--- config.mk ---
export PLATFORM = sky130hd
export DESIGN_NAME = vga_pattern_sched_flat
export DESIGN_NICKNAME = d
export VERILOG_FILES = /design/src/rtl/vga_pattern_sched_if.sv /design/src/rtl/vga_pattern_sched.sv /design/src/flat_wrapper.sv
export SDC_FILE = /design/constraint.sdc
export NUM_CORES = 1
export LEC_CHECK = 0
export ABC_AREA = 1
export CORE_MARGIN = 2
export CORE_UTILIZATION = 54
export DETAILED_ROUTE_END_ITERATION = 12
export MAX_ROUTING_LAYER = met4
export PLACE_DENSITY_LB_ADDON = 0.08
export SLEW_MARGIN = 20
export SYNTH_ARGS = -nofsm -noshare
export SYNTH_HDL_FRONTEND = slang
export SYNTH_SLANG_ARGS = --single-unit
--- constraint.sdc ---
create_clock -name clk -period 2.1 [get_ports clk]
set_clock_uncertainty 0.15 [all_clocks]
set_input_delay 0.21 -clock clk [delete_from_list [all_inputs] [get_ports clk]]
set_output_delay 0.21 -clock clk [all_outputs]
set_load 0.01 [all_outputs]
--- src/rtl/vga_pattern_sched_if.sv ---
// Pixel-path bundle between the VGA timing/control side and the pattern scheduler.
// master drives timing and controls; slave returns the registered pixel and status.
interface vga_pattern_sched_if;
    logic       video_on;
    logic [9:0] x;
    logic [9:0] y;
    logic       frame_start;
    logic       next_req;
    logic       auto_en;
    logic [7:0] sw;
    logic [7:0] rgb;
    logic [1:0] pattern;
    logic       pending;

    modport master (
        output video_on, x, y, frame_start, next_req, auto_en, sw,
        input  rgb, pattern, pending
    );

    modport slave (
        input  video_on, x, y, frame_start, next_req, auto_en, sw,
        output rgb, pattern, pending
    );
endinterface

--- src/rtl/vga_pattern_sched.sv ---
// Frame-synchronous test-pattern scheduler and RGB332 pixel generator.
// Pixel latency 1 cycle; pattern/colour changes land only at frame_start; no backpressure.
module vga_pattern_sched #(
    parameter int FRAMES_PER_PATTERN = 60,
    parameter int BAR_W              = 80
) (
    input  logic               clk,
    input  logic               rst_n,
    vga_pattern_sched_if.slave bus
);
    typedef enum logic [1:0] {
        PAT_SOLID    = 2'd0,
        PAT_BARS     = 2'd1,
        PAT_CHECKER  = 2'd2,
        PAT_GRADIENT = 2'd3
    } pat_e;

    localparam logic [9:0] FRAME_LAST = 10'(FRAMES_PER_PATTERN - 1);
    localparam logic [9:0] BAR_LAST   = 10'(BAR_W - 1);

    pat_e       pat_q, pat_d;
    logic       pend_q, pend_d;
    logic [9:0] fcnt_q, fcnt_d;
    logic [7:0] swq_q, swq_d;
    logic       req_q;
    logic [9:0] col_q, col_d;
    logic [2:0] bar_q, bar_d;
    logic [7:0] rgb_q, rgb_d;
    logic       req_edge, auto_adv, manual_adv;
    logic       unused_bits;

    // Only the cell/gradient bits of x and y feed the pixel function.
    assign unused_bits = ^{bus.x[4:0], bus.y[9], bus.y[4:0]};

    always_comb begin
        req_edge   = bus.next_req & ~req_q;
        auto_adv   = bus.auto_en && (fcnt_q == FRAME_LAST);
        manual_adv = pend_q | req_edge;
        pat_d      = pat_q;
        pend_d     = pend_q;
        fcnt_d     = fcnt_q;
        swq_d      = swq_q;

        if (bus.frame_start) begin
            swq_d  = bus.sw;
            pend_d = 1'b0;
            if (manual_adv || auto_adv) begin
                pat_d = pat_e'(pat_q + 2'd1);
            end
            // A manual advance restarts the auto interval, same as a wrap.
            if (!bus.auto_en || manual_adv || auto_adv) begin
                fcnt_d = 10'd0;
            end else begin
                fcnt_d = fcnt_q + 10'd1;
            end
        end else if (req_edge) begin
            pend_d = 1'b1;
        end
    end

    always_comb begin
        col_d = 10'd0;
        bar_d = 3'd0;
        rgb_d = 8'h00;
        if (bus.video_on) begin
            // Counters track x/BAR_W assuming x runs 0,1,2.. from the start of each line.
            if (col_q == BAR_LAST) begin
                col_d = 10'd0;
                bar_d = bar_q + 3'd1;
            end else begin
                col_d = col_q + 10'd1;
                bar_d = bar_q;
            end
            case (pat_q)
                PAT_SOLID:    rgb_d = swq_q;
                PAT_BARS:     rgb_d = {{3{bar_q[2]}}, {3{bar_q[1]}}, {2{bar_q[0]}}};
                PAT_CHECKER:  rgb_d = (bus.x[5] ^ bus.y[5]) ? ~swq_q : swq_q;
                PAT_GRADIENT: rgb_d = {bus.x[9:7], bus.y[8:6], bus.x[6:5]};
                default:      rgb_d = 8'h00;
            endcase
        end
    end

    always_ff @(posedge clk) begin
        if (!rst_n) begin
            pat_q  <= PAT_SOLID;
            pend_q <= 1'b0;
            fcnt_q <= 10'd0;
            swq_q  <= 8'h00;
            req_q  <= 1'b0;
            col_q  <= 10'd0;
            bar_q  <= 3'd0;
            rgb_q  <= 8'h00;
        end else begin
            pat_q  <= pat_d;
            pend_q <= pend_d;
            fcnt_q <= fcnt_d;
            swq_q  <= swq_d;
            req_q  <= bus.next_req;
            col_q  <= col_d;
            bar_q  <= bar_d;
            rgb_q  <= rgb_d;
        end
    end

    assign bus.rgb     = rgb_q;
    assign bus.pattern = pat_q;
    assign bus.pending = pend_q;
endmodule

--- src/flat_wrapper.sv ---
// flat-port wrapper written by rule: the top's interface ports become plain ports
module vga_pattern_sched_flat 
#(
    parameter int FRAMES_PER_PATTERN = 60,
    parameter int BAR_W              = 80
)
  (clk, rst_n, bus_video_on, bus_x, bus_y, bus_frame_start, bus_next_req, bus_auto_en, bus_sw, bus_rgb, bus_pattern, bus_pending);
  vga_pattern_sched_if bus_i ();
  input  logic clk;
  input  logic rst_n;
  input wire logic [$bits(bus_i.video_on)-1:0] bus_video_on;
  input wire logic [$bits(bus_i.x)-1:0] bus_x;
  input wire logic [$bits(bus_i.y)-1:0] bus_y;
  input wire logic [$bits(bus_i.frame_start)-1:0] bus_frame_start;
  input wire logic [$bits(bus_i.next_req)-1:0] bus_next_req;
  input wire logic [$bits(bus_i.auto_en)-1:0] bus_auto_en;
  input wire logic [$bits(bus_i.sw)-1:0] bus_sw;
  output wire logic [$bits(bus_i.rgb)-1:0] bus_rgb;
  output wire logic [$bits(bus_i.pattern)-1:0] bus_pattern;
  output wire logic [$bits(bus_i.pending)-1:0] bus_pending;
  assign bus_i.video_on = bus_video_on;
  assign bus_i.x = bus_x;
  assign bus_i.y = bus_y;
  assign bus_i.frame_start = bus_frame_start;
  assign bus_i.next_req = bus_next_req;
  assign bus_i.auto_en = bus_auto_en;
  assign bus_i.sw = bus_sw;
  assign bus_rgb = bus_i.rgb;
  assign bus_pattern = bus_i.pattern;
  assign bus_pending = bus_i.pending;
  vga_pattern_sched #(.FRAMES_PER_PATTERN(FRAMES_PER_PATTERN), .BAR_W(BAR_W)) u_core (.clk(clk), .rst_n(rst_n), .bus(bus_i));
endmodule
==> results.json, run 1 <==
{
  "status": "finished, final reports clean",
  "clock-root-buffer": "sky130_fd_sc_hd__clkbuf_8",
  "io_pins": 45,
  "setup_viol": 0,
  "synth.area.top_cells": "sky130_fd_sc_hd__dfxtp_1, sky130_fd_sc_hd__nand2_1, sky130_fd_sc_hd__inv_1",
  "coreArea_um2": 3660,
  "data_required_time_at_the_worst_endpoint_ns": 1.74,
  "numClockSinks": 43,
  "syn_area_per_cell_um2": 7.67,
  "ys.flop_type": "sky130_fd_sc_hd__dfxtp_1",
  "drt_first_pass_iters": 4,
  "timing.critical_path.to_type": "output port",
  "areaGrowthSynthToFinish_pct": 24.6,
  "timing.critical_path.slowest_cell_delay_ns": 0.57,
  "synth_edf_count": 0,
  "routed_wire_length_per_instance_um": 11.0,
  "yosys.cell_types.count": 30,
  "critical_path_buf_inv_count": 1,
  "drt_iter0_markers": 88,
  "layout.cell_area.non_filler_um2": 2580,
  "post-route-drc-count": 0,
  "synth_sequential_area_ratio_pct": 41.6,
  "via_per_inst": 5.00,
  "grt_start_max_net_pins": 18,
  "leading_cell_types_in_the_layout_fill_and_taps_excluded": "sky130_fd_sc_hd__nand2_1, sky130_fd_sc_hd__dfxtp_1, sky130_fd_sc_hd__clkdlybuf4s50_1",
  "worst_max_slew_pin_slew_ns": 0.506,
  "mappedNetlistNets": 311,
  "detailroute.via_count": 1789,
  "unrepaired_setup_endpoints_after_global_routing": "false",
  "initial_cell_density_of_the_core_pct": 56.6,
  "clock_tree.buffer_depth": 2,
  "timing.max_slew.rel_slack_pct": 66.1,
  "clk_pin_slew_ns": 0.08,
  "drive_above_1_share_pct": 12.3,
  "post_layout_cell_count": 358,
  "cp-start-kind": "register",
  "worstSkewPairLatency_ns": 0.30,
  "cellLeakagePower_nw": 0.983,
  "worst-setup-path-type": "register to output port",
  "cp.arrival_ns": 1.30,
  "async_flop_share_pct": 0,
  "cts_hold_buf": 0,
  "critical-path-top-delay-family": "buffers and inverters",
  "vdd_ir_drop_max_mv": 0.475,
  "grt_overflow": 0,
  "crit_path_top_delay_cell": "sky130_fd_sc_hd__clkdlybuf4s50_1",
  "num-nets-final": 350,
  "post-cts-setup-buffer-count": 0,
  "die_w_um": 65.9,
  "design.die.area_um2": 4350,
  "core.rowCount": 22,
  "power.density_nw_per_um2": 676,
  "critical_path.cell_chain": "clkdlybuf4s50_1",
  "synth.yosys.warnings": 0,
  "drt-total-wl_mm": 3.94,
  "netlist_area_um2": 2070,
  "cts.htree.levels": 2,
  "place.detailed.instances": 350,
  "report.final.slew_viol_count": 0,
  "grt_antenna_before_repair": 0,
  "most_common_cell_after_layout_fill_and_taps_aside": "sky130_fd_sc_hd__nand2_1",
  "summed_negative_setup_slack_over_all_endpoints_ns": 0,
  "globalplace.congestion": 0.856,
  "final.period_utilization_pct": 79.0,
  "yosys_register_bits": 43,
  "placed_area_um2": 2460,
  "yosysTopAreaCellShare_pct": 41.6,
  "hold_slack_ns": 0.300,
  "syn-instance-count": 270,
  "drv_cap": 0,
  "grt_first_pass_wirelength_mm": 7.06,
  "critical_path.max_fanout": 6,
  "final_hold_viol_count": 0,
  "ant_nets": 0,
  "tritoncts.num_buffers": 5,
  "synth_largest_area_cell": "sky130_fd_sc_hd__dfxtp_1",
  "finalWorstPathRequiredPeriod_ns": 1.66,
  "die_height_um": 65.9,
  "tritoncts_clock_tree": "done",
  "clock.fmax_mhz": 603,
  "n_diodes": 0,
  "hold_path.class": "register to register",
  "number_of_resized_instances_in_the_post_cts_repair_step": 0,
  "grt_use_total_pct": 21.8,
  "place_hpwl_mm": 2.91,
  "io_buffers": 33,
  "grt_pass1_vias": 1658
}
registers in the layout, indices dropped and copies added, names as in the netlist:
signal	cells
u_core.swq_q	8
u_core.bus.rgb	8
u_core.fcnt_q	10
u_core.req_q	1
u_core.bar_q	3
u_core.col_q	10
u_core.bus.pending	1
u_core.bus.pattern	2
synth_stat cells (2+ instances only):
| master | n |
|---|---|
| sky130_fd_sc_hd__nand2_1 | 55 |
| sky130_fd_sc_hd__dfxtp_1 | 43 |
| sky130_fd_sc_hd__inv_1 | 27 |
| sky130_fd_sc_hd__nor2_1 | 22 |
| sky130_fd_sc_hd__a21oi_1 | 20 |
| sky130_fd_sc_hd__nand3_1 | 19 |
| sky130_fd_sc_hd__o21ai_0 | 17 |
| sky130_fd_sc_hd__nor2_2 | 13 |
| sky130_fd_sc_hd__a31oi_1 | 8 |
| sky130_fd_sc_hd__ha_1 | 7 |
| sky130_fd_sc_hd__xnor2_1 | 6 |
| sky130_fd_sc_hd__xor2_1 | 6 |
| sky130_fd_sc_hd__nand2_2 | 3 |
| sky130_fd_sc_hd__nand3_2 | 3 |
| sky130_fd_sc_hd__nand4_1 | 3 |
| sky130_fd_sc_hd__buf_2 | 2 |
| sky130_fd_sc_hd__nand2_4 | 2 |
| sky130_fd_sc_hd__o21ai_1 | 2 |
stage by stage:
stage               util (%)  power, mW  setup WS [ns]
floorplan                  -       1.00          0.727
global placement        67.3       1.10          0.317
detailed placement      67.3       1.11          0.309
CTS                     70.5       1.77          0.427
global route            70.5       1.83          0.393
finish                  70.5       1.75          0.441
cells by family (layout without fill, tap and decap cells):
family / count (synthesis) / after routing / synth area share [%]
AO/OA/AOI/OAI: 47 / 47 / 11.8
XOR/XNOR: 12 / 12 / 5.08
adder cells (fa/ha/maj): 7 / 7 / 4.23
buffers and inverters: 34 / 74 / 6.65
flip-flops: 43 / 43 / 41.6
multiplexers: 1 / 1 / 0.483
AND/OR/NAND/NOR: 126 / 126 / 30.2
layer usage:
layer	wire length [um]	global-route usage (%)	vias up
met5	0	-	-
met3	233	6.81	2
li1	-	-	952
met1	1850	26.2	785
met4	27	9.38	0
met2	1830	33.6	50
final timing paths:
kind / cells past startpoint / end / slack (ns) / from
setup / recovery: 1 / bus_pattern[0] / 0.44 / u_core.bus.pattern[0]
hold / removal: 1 / u_core.col_q[0] / 0.30 / u_core.col_q[0]
setup reg to reg: 5 / u_core.bus.rgb[3] / 0.62 / u_core.bus.pattern[0]
hold reg to reg: 1 / u_core.col_q[0] / 0.30 / u_core.col_q[0]
area by class of cell:
type / count / area [um^2]
inverters: 29 / 109
clock buffers: 6 / 82.6
multi-input cells: 193 / 1070
fillers: 321 / 1080
repair buffers: 37 / 360
flip-flops and latches: 43 / 861
clock inverters: 2 / 35.0
well taps: 48 / 60.1
power by group:
part	internal (mW)	switching (mW)	leakage, nW
sequential	0.844	0.0181	0.351
combinational	0.109	0.118	0.571
clock	0.385	0.272	0.0612
total	1.34	0.408	0.983
(Power assumes the default switching activity.)
==> inputs of run 2 (changes only) <==
CORE_UTILIZATION = 45   (was 54)
clock period = 1.4 ns   (was 2.1 ns; I/O delays follow)
==> results.json, run 2 (same netlist as run 1, synthesis figures left out) <==
{
  "num-nets-final": 372,
  "critical_path_buf_inv_count": 2,
  "drive_above_1_share_pct": 25.8,
  "areaGrowthSynthToFinish_pct": 37.9,
  "clk_pin_slew_ns": 0.07,
  "cts_hold_buf": 0,
  "io_buffers": 33,
  "report.final.slew_viol_count": 0,
  "drv_cap": 0,
  "worst_max_slew_pin_slew_ns": 0.443,
  "ant_nets": 0,
  "worst-setup-path-type": "register to register",
  "grt_overflow": 0,
  "routed_wire_length_per_instance_um": 11.7,
  "via_per_inst": 4.87,
  "biggestRegsByFlops": "u_core.col_q x10, u_core.fcnt_q x10",
  "clock.fmax_mhz": 735,
  "io_pins": 45,
  "data_required_time_at_the_worst_endpoint_ns": 1.42,
  "finalWorstPathRequiredPeriod_ns": 1.36,
  "status": "finished, final reports clean",
  "power.density_nw_per_um2": 833,
  "summed_negative_setup_slack_over_all_endpoints_ns": 0,
  "design.die.area_um2": 5160,
  "cp-start-kind": "register",
  "grt_first_pass_wirelength_mm": 7.34,
  "cellLeakagePower_nw": 1.10,
  "coreArea_um2": 4380,
  "final.period_utilization_pct": 97.1,
  "initial_cell_density_of_the_core_pct": 47.2,
  "tritoncts_clock_tree": "done",
  "n_diodes": 0,
  "cp.arrival_ns": 1.38,
  "grt_antenna_before_repair": 0,
  "drt_first_pass_iters": 4,
  "worstSkewPairLatency_ns": 0.28,
  "core.rowCount": 24,
  "timing.max_slew.rel_slack_pct": 70.4,
  "critical_path.cell_chain": "ha_4 -> buf_6 -> nand3_4 -> nor2_4 -> buf_4 -> xnor2_1 -> nor2_2",
  "hold_slack_ns": 0.275,
  "place_hpwl_mm": 3.28,
  "most_common_cell_after_layout_fill_and_taps_aside": "sky130_fd_sc_hd__nand2_1",
  "tritoncts.num_buffers": 5,
  "clock_tree.buffer_depth": 2,
  "die_w_um": 71.8,
  "critical-path-top-delay-family": "flip-flops",
  "crit_path_top_delay_cell": "sky130_fd_sc_hd__dfxtp_2",
  "cts.htree.levels": 2,
  "hold_path.class": "input pin to register",
  "drt-total-wl_mm": 4.47,
  "leading_cell_types_in_the_layout_fill_and_taps_excluded": "sky130_fd_sc_hd__nand2_1, sky130_fd_sc_hd__dfxtp_1, sky130_fd_sc_hd__inv_1",
  "globalplace.congestion": 0.797,
  "die_height_um": 71.8,
  "setup_viol": 0,
  "detailroute.via_count": 1862,
  "post-route-drc-count": 0,
  "clock-root-buffer": "sky130_fd_sc_hd__clkbuf_8",
  "timing.critical_path.slowest_cell_delay_ns": 0.36,
  "numClockSinks": 43,
  "grt_use_total_pct": 18.5,
  "drt_iter0_markers": 122,
  "grt_pass1_vias": 1688,
  "vdd_ir_drop_max_mv": 0.396,
  "timing.critical_path.to_type": "register",
  "critical_path.max_fanout": 3,
  "unrepaired_setup_endpoints_after_global_routing": "true",
  "final_hold_viol_count": 0,
  "grt_start_max_net_pins": 17
}
run 2: cell types whose count changed in the layout (fill, tap and decap cells not counted), moves of 4 or more:
cell                              before  now
sky130_fd_sc_hd__buf_4                 4   23
sky130_fd_sc_hd__clkdlybuf4s50_1      33   22
sky130_fd_sc_hd__dlygate4sd2_1         0   11
sky130_fd_sc_hd__dfxtp_1              43   35
sky130_fd_sc_hd__dfxtp_2               0    8
sky130_fd_sc_hd__ha_1                  7    2
sky130_fd_sc_hd__nand3_1              19   15
sky130_fd_sc_hd__nand3_4               0    4
run 2: per-layer routing:
layer,routed length [um],track usage [%],vias up
met4,59,5.87,0
met5,0,-,-
li1,-,-,994
met1,1990,23.2,818
met2,2210,30.3,45
met3,206,3.09,5
run 2: stage by stage:
step	std cells	setup slack (ns)	power, mW	area [um^2]	utilization, %
after floorplan	270	0.0269	1.50	2070	-
after global placement	374	-0.140	1.68	2620	59.7
after detailed placement	374	-0.161	1.68	2620	59.7
after CTS	381	0.00497	2.38	2730	62.3
after global routing	382	-0.0477	2.49	2860	65.1
final	382	0.0403	2.38	2860	65.1
run 2: final timing paths:
| kind | start | end | slack (ns) | depth (start not counted) |
|---|---|---|---|---|
| worst max-delay path | u_core.fcnt_q[1] | u_core.fcnt_q[4] | 0.04 | 7 |
| worst min-delay path | bus_next_req | u_core.req_q | 0.28 | 3 |
| worst max register to register | u_core.fcnt_q[1] | u_core.fcnt_q[4] | 0.04 | 7 |
| worst min register to register | u_core.swq_q[2] | u_core.swq_q[2] | 0.34 | 2 |
run 2: power by group:
part	internal [mW]	switching [mW]	leakage (nW)	total, mW
combinational	0.187	0.203	0.714	0.389
sequential	1.27	0.0265	0.354	1.29
clock	0.333	0.363	0.0371	0.696
run 2: worst register-to-register path, delay by kind of cell, from the launching register on:
kind,cells,cell delay (ns)
AND/OR/NAND/NOR,3,0.26
flip-flops,1,0.36
adder cells (fa/ha/maj),1,0.15
buffers and inverters,2,0.22
XOR/XNOR,1,0.12
run 2: timing repair:
item                       in CTS  in global routing
buffers inserted                0                  1
cloned                          1                  1
setup endpoints to repair      27                 27
pin swaps                       3                  9
gates resized for setup        25                 27
run 2: final cells by class:
cell class	instances	area (um^2)
fill	393	1530
multi-input combinational	195	1240
sequential	43	871
timing repair buffer	57	500
inverter	29	109
clock buffer	6	72.6
tap	52	65.1
==> inputs of run 3 (changes only) <==
CORE_UTILIZATION = 54   (was 45)
clock period = 1.6 ns   (was 1.4 ns; I/O delays follow)
==> results.json, run 3 (same netlist as run 1, synthesis figures left out) <==
{
  "power.density_nw_per_um2": 834,
  "worst_max_slew_pin_slew_ns": 0.391,
  "io_pins": 45,
  "detailroute.via_count": 1825,
  "report.final.slew_viol_count": 0,
  "num-nets-final": 357,
  "numClockSinks": 43,
  "clock-root-buffer": "sky130_fd_sc_hd__clkbuf_8",
  "coreArea_um2": 3660,
  "ant_nets": 0,
  "cp.arrival_ns": 1.23,
  "finalWorstPathRequiredPeriod_ns": 1.54,
  "post_layout_cell_count": 365,
  "worst-setup-path-type": "register to output port",
  "biggestRegsByFlops": "u_core.col_q x10, u_core.fcnt_q x10",
  "final.period_utilization_pct": 96.0,
  "count_of_cells_along_the_worst_hold_path": 3,
  "drt_iter0_markers": 119,
  "grt_overflow": 0,
  "vdd_ir_drop_max_mv": 0.514,
  "cts.htree.levels": 2,
  "summed_negative_setup_slack_over_all_endpoints_ns": 0,
  "worst_hold_path.endpoint": "u_core.req_q",
  "place_worst_setup_slack_ns": -0.132,
  "status": "finished, final reports clean",
  "timing.max_slew.rel_slack_pct": 73.8,
  "die_height_um": 65.9,
  "clk_pin_slew_ns": 0.07,
  "design.die.area_um2": 4350,
  "drv_cap": 0,
  "routed_wire_length_per_instance_um": 11.1,
  "n_fill_cell": 317,
  "post-route-drc-count": 0,
  "clock.fmax_mhz": 651,
  "initial_cell_density_of_the_core_pct": 56.6,
  "reg2reg_slack_ns": 0.12,
  "timing.critical_path.to_type": "output port",
  "drt-total-wl_mm": 4.04,
  "data_required_time_at_the_worst_endpoint_ns": 1.29,
  "grt_start_max_net_pins": 17,
  "hold_path.class": "input pin to register",
  "timing.hold.worst.start": "bus_next_req",
  "crit_path_top_delay_cell": "sky130_fd_sc_hd__clkdlybuf4s50_1",
  "drive_above_1_share_pct": 14.8,
  "grt_first_pass_wirelength_mm": 7.09,
  "die_w_um": 65.9,
  "core.rowCount": 22,
  "critical_path.max_fanout": 6,
  "most_common_cell_after_layout_fill_and_taps_aside": "sky130_fd_sc_hd__nand2_1",
  "tritoncts.num_buffers": 5,
  "clock_tree.buffer_depth": 2,
  "cp-start-kind": "register",
  "final_hold_viol_count": 0,
  "finish.utilization_pct": 71.8,
  "setup_viol": 0,
  "grt_use_total_pct": 21.8,
  "area_taken_by_flip_flops_and_latches_um2": 863,
  "io_buffers": 33,
  "critical-path-top-delay-family": "buffers and inverters",
  "r2r_end": "u_core.fcnt_q[8]",
  "tritoncts_clock_tree": "done",
  "place.detailed.instances": 357,
  "worstSkewPairLatency_ns": 0.30,
  "grt_antenna_before_repair": 0,
  "multi_input_comb_area_um2": 1080,
  "critical_path.cell_chain": "clkdlybuf4s50_1",
  "leading_cell_types_in_the_layout_fill_and_taps_excluded": "sky130_fd_sc_hd__nand2_1, sky130_fd_sc_hd__dfxtp_1, sky130_fd_sc_hd__clkdlybuf4s50_1",
  "n_diodes": 0,
  "timing.critical_path.slowest_cell_delay_ns": 0.55,
  "cellLeakagePower_nw": 1.02,
  "hold_slack_ns": 0.264,
  "areaGrowthSynthToFinish_pct": 27.0,
  "globalplace.congestion": 0.841,
  "fin_ws_ns": 0.0645,
  "critical_path_buf_inv_count": 1,
  "via_per_inst": 5.00,
  "worst_r2r_startpoint": "u_core.fcnt_q[0]",
  "place_hpwl_mm": 3.08,
  "rr_worst_depth": 8,
  "grt_pass1_vias": 1683,
  "drt_first_pass_iters": 4
}
## run 3: changes by cell type in the layout (fill, tap and decap cells not counted), moves of 4 or more
cell,delta
sky130_fd_sc_hd__nand3_4,-4
sky130_fd_sc_hd__dfxtp_2,-6
sky130_fd_sc_hd__dlygate4sd2_1,-11
sky130_fd_sc_hd__clkdlybuf4s50_1,+11
sky130_fd_sc_hd__buf_4,-12
sky130_fd_sc_hd__nand3_1,+4
sky130_fd_sc_hd__ha_1,+5
sky130_fd_sc_hd__dfxtp_1,+6
## run 3: layout make-up
| type | count | area share (%) |
|---|---|---|
| tap | 48 | 2.28 |
| clock buffer | 8 | 3.81 |
| inverter | 29 | 4.14 |
| sequential | 43 | 32.8 |
| timing repair buffer | 44 | 15.7 |
| multi-input combinational | 193 | 41.2 |
## run 3: worst max-delay path by stage
| stage | start | endpoint | slack [ns] | cells after the start |
|---|---|---|---|---|
| after floorplan | u_core.fcnt_q[0] | u_core.fcnt_q[5] | 0.23 | 8 |
| final | u_core.bus.pattern[0] | bus_pattern[0] | 0.06 | 1 |
| after CTS | u_core.bus.pattern[1] | bus_pattern[1] | 0.006 | 1 |
| after detailed placement | bus_y[5] | u_core.bus.rgb[7] | -0.13 | 5 |
| after global placement | bus_y[5] | u_core.bus.rgb[5] | -0.12 | 5 |
| after global routing | u_core.col_q[0] | u_core.col_q[4] | -0.003 | 6 |
## run 3: metrics by stage
| stage | power, mW | instance area (um^2) |
|---|---|---|
| global placement | 1.46 | 2510 |
| CTS | 2.21 | 2620 |
| floorplan | 1.31 | 2070 |
| global route | 2.30 | 2630 |
| detailed placement | 1.46 | 2510 |
| finish | 2.19 | 2630 |
## run 3: timing repair
item,CTS,global route
setup buffers,0,0
hold endpoints to repair,0,0
gates resized for setup,1,3
endpoints found under the setup margin,1,16
hold buffers,0,0
## run 3: report_power, final
part	internal [mW]	leakage, nW	switching, mW
sequential	1.11	0.351	0.0244
clock	0.394	0.0515	0.357
combinational	0.153	0.612	0.156
total	1.66	1.02	0.537
## run 3: routing by layer
layer / global-route usage [%] / share of wire (%) / vias up / wire (um)
met5: - / 0 / - / 0
met4: 9.11 / 1.6 / 0 / 65
met3: 5.79 / 5.5 / 5 / 222
met2: 35.2 / 47 / 51 / 1910
met1: 25.6 / 46 / 804 / 1850
li1: - / - / 965 / -
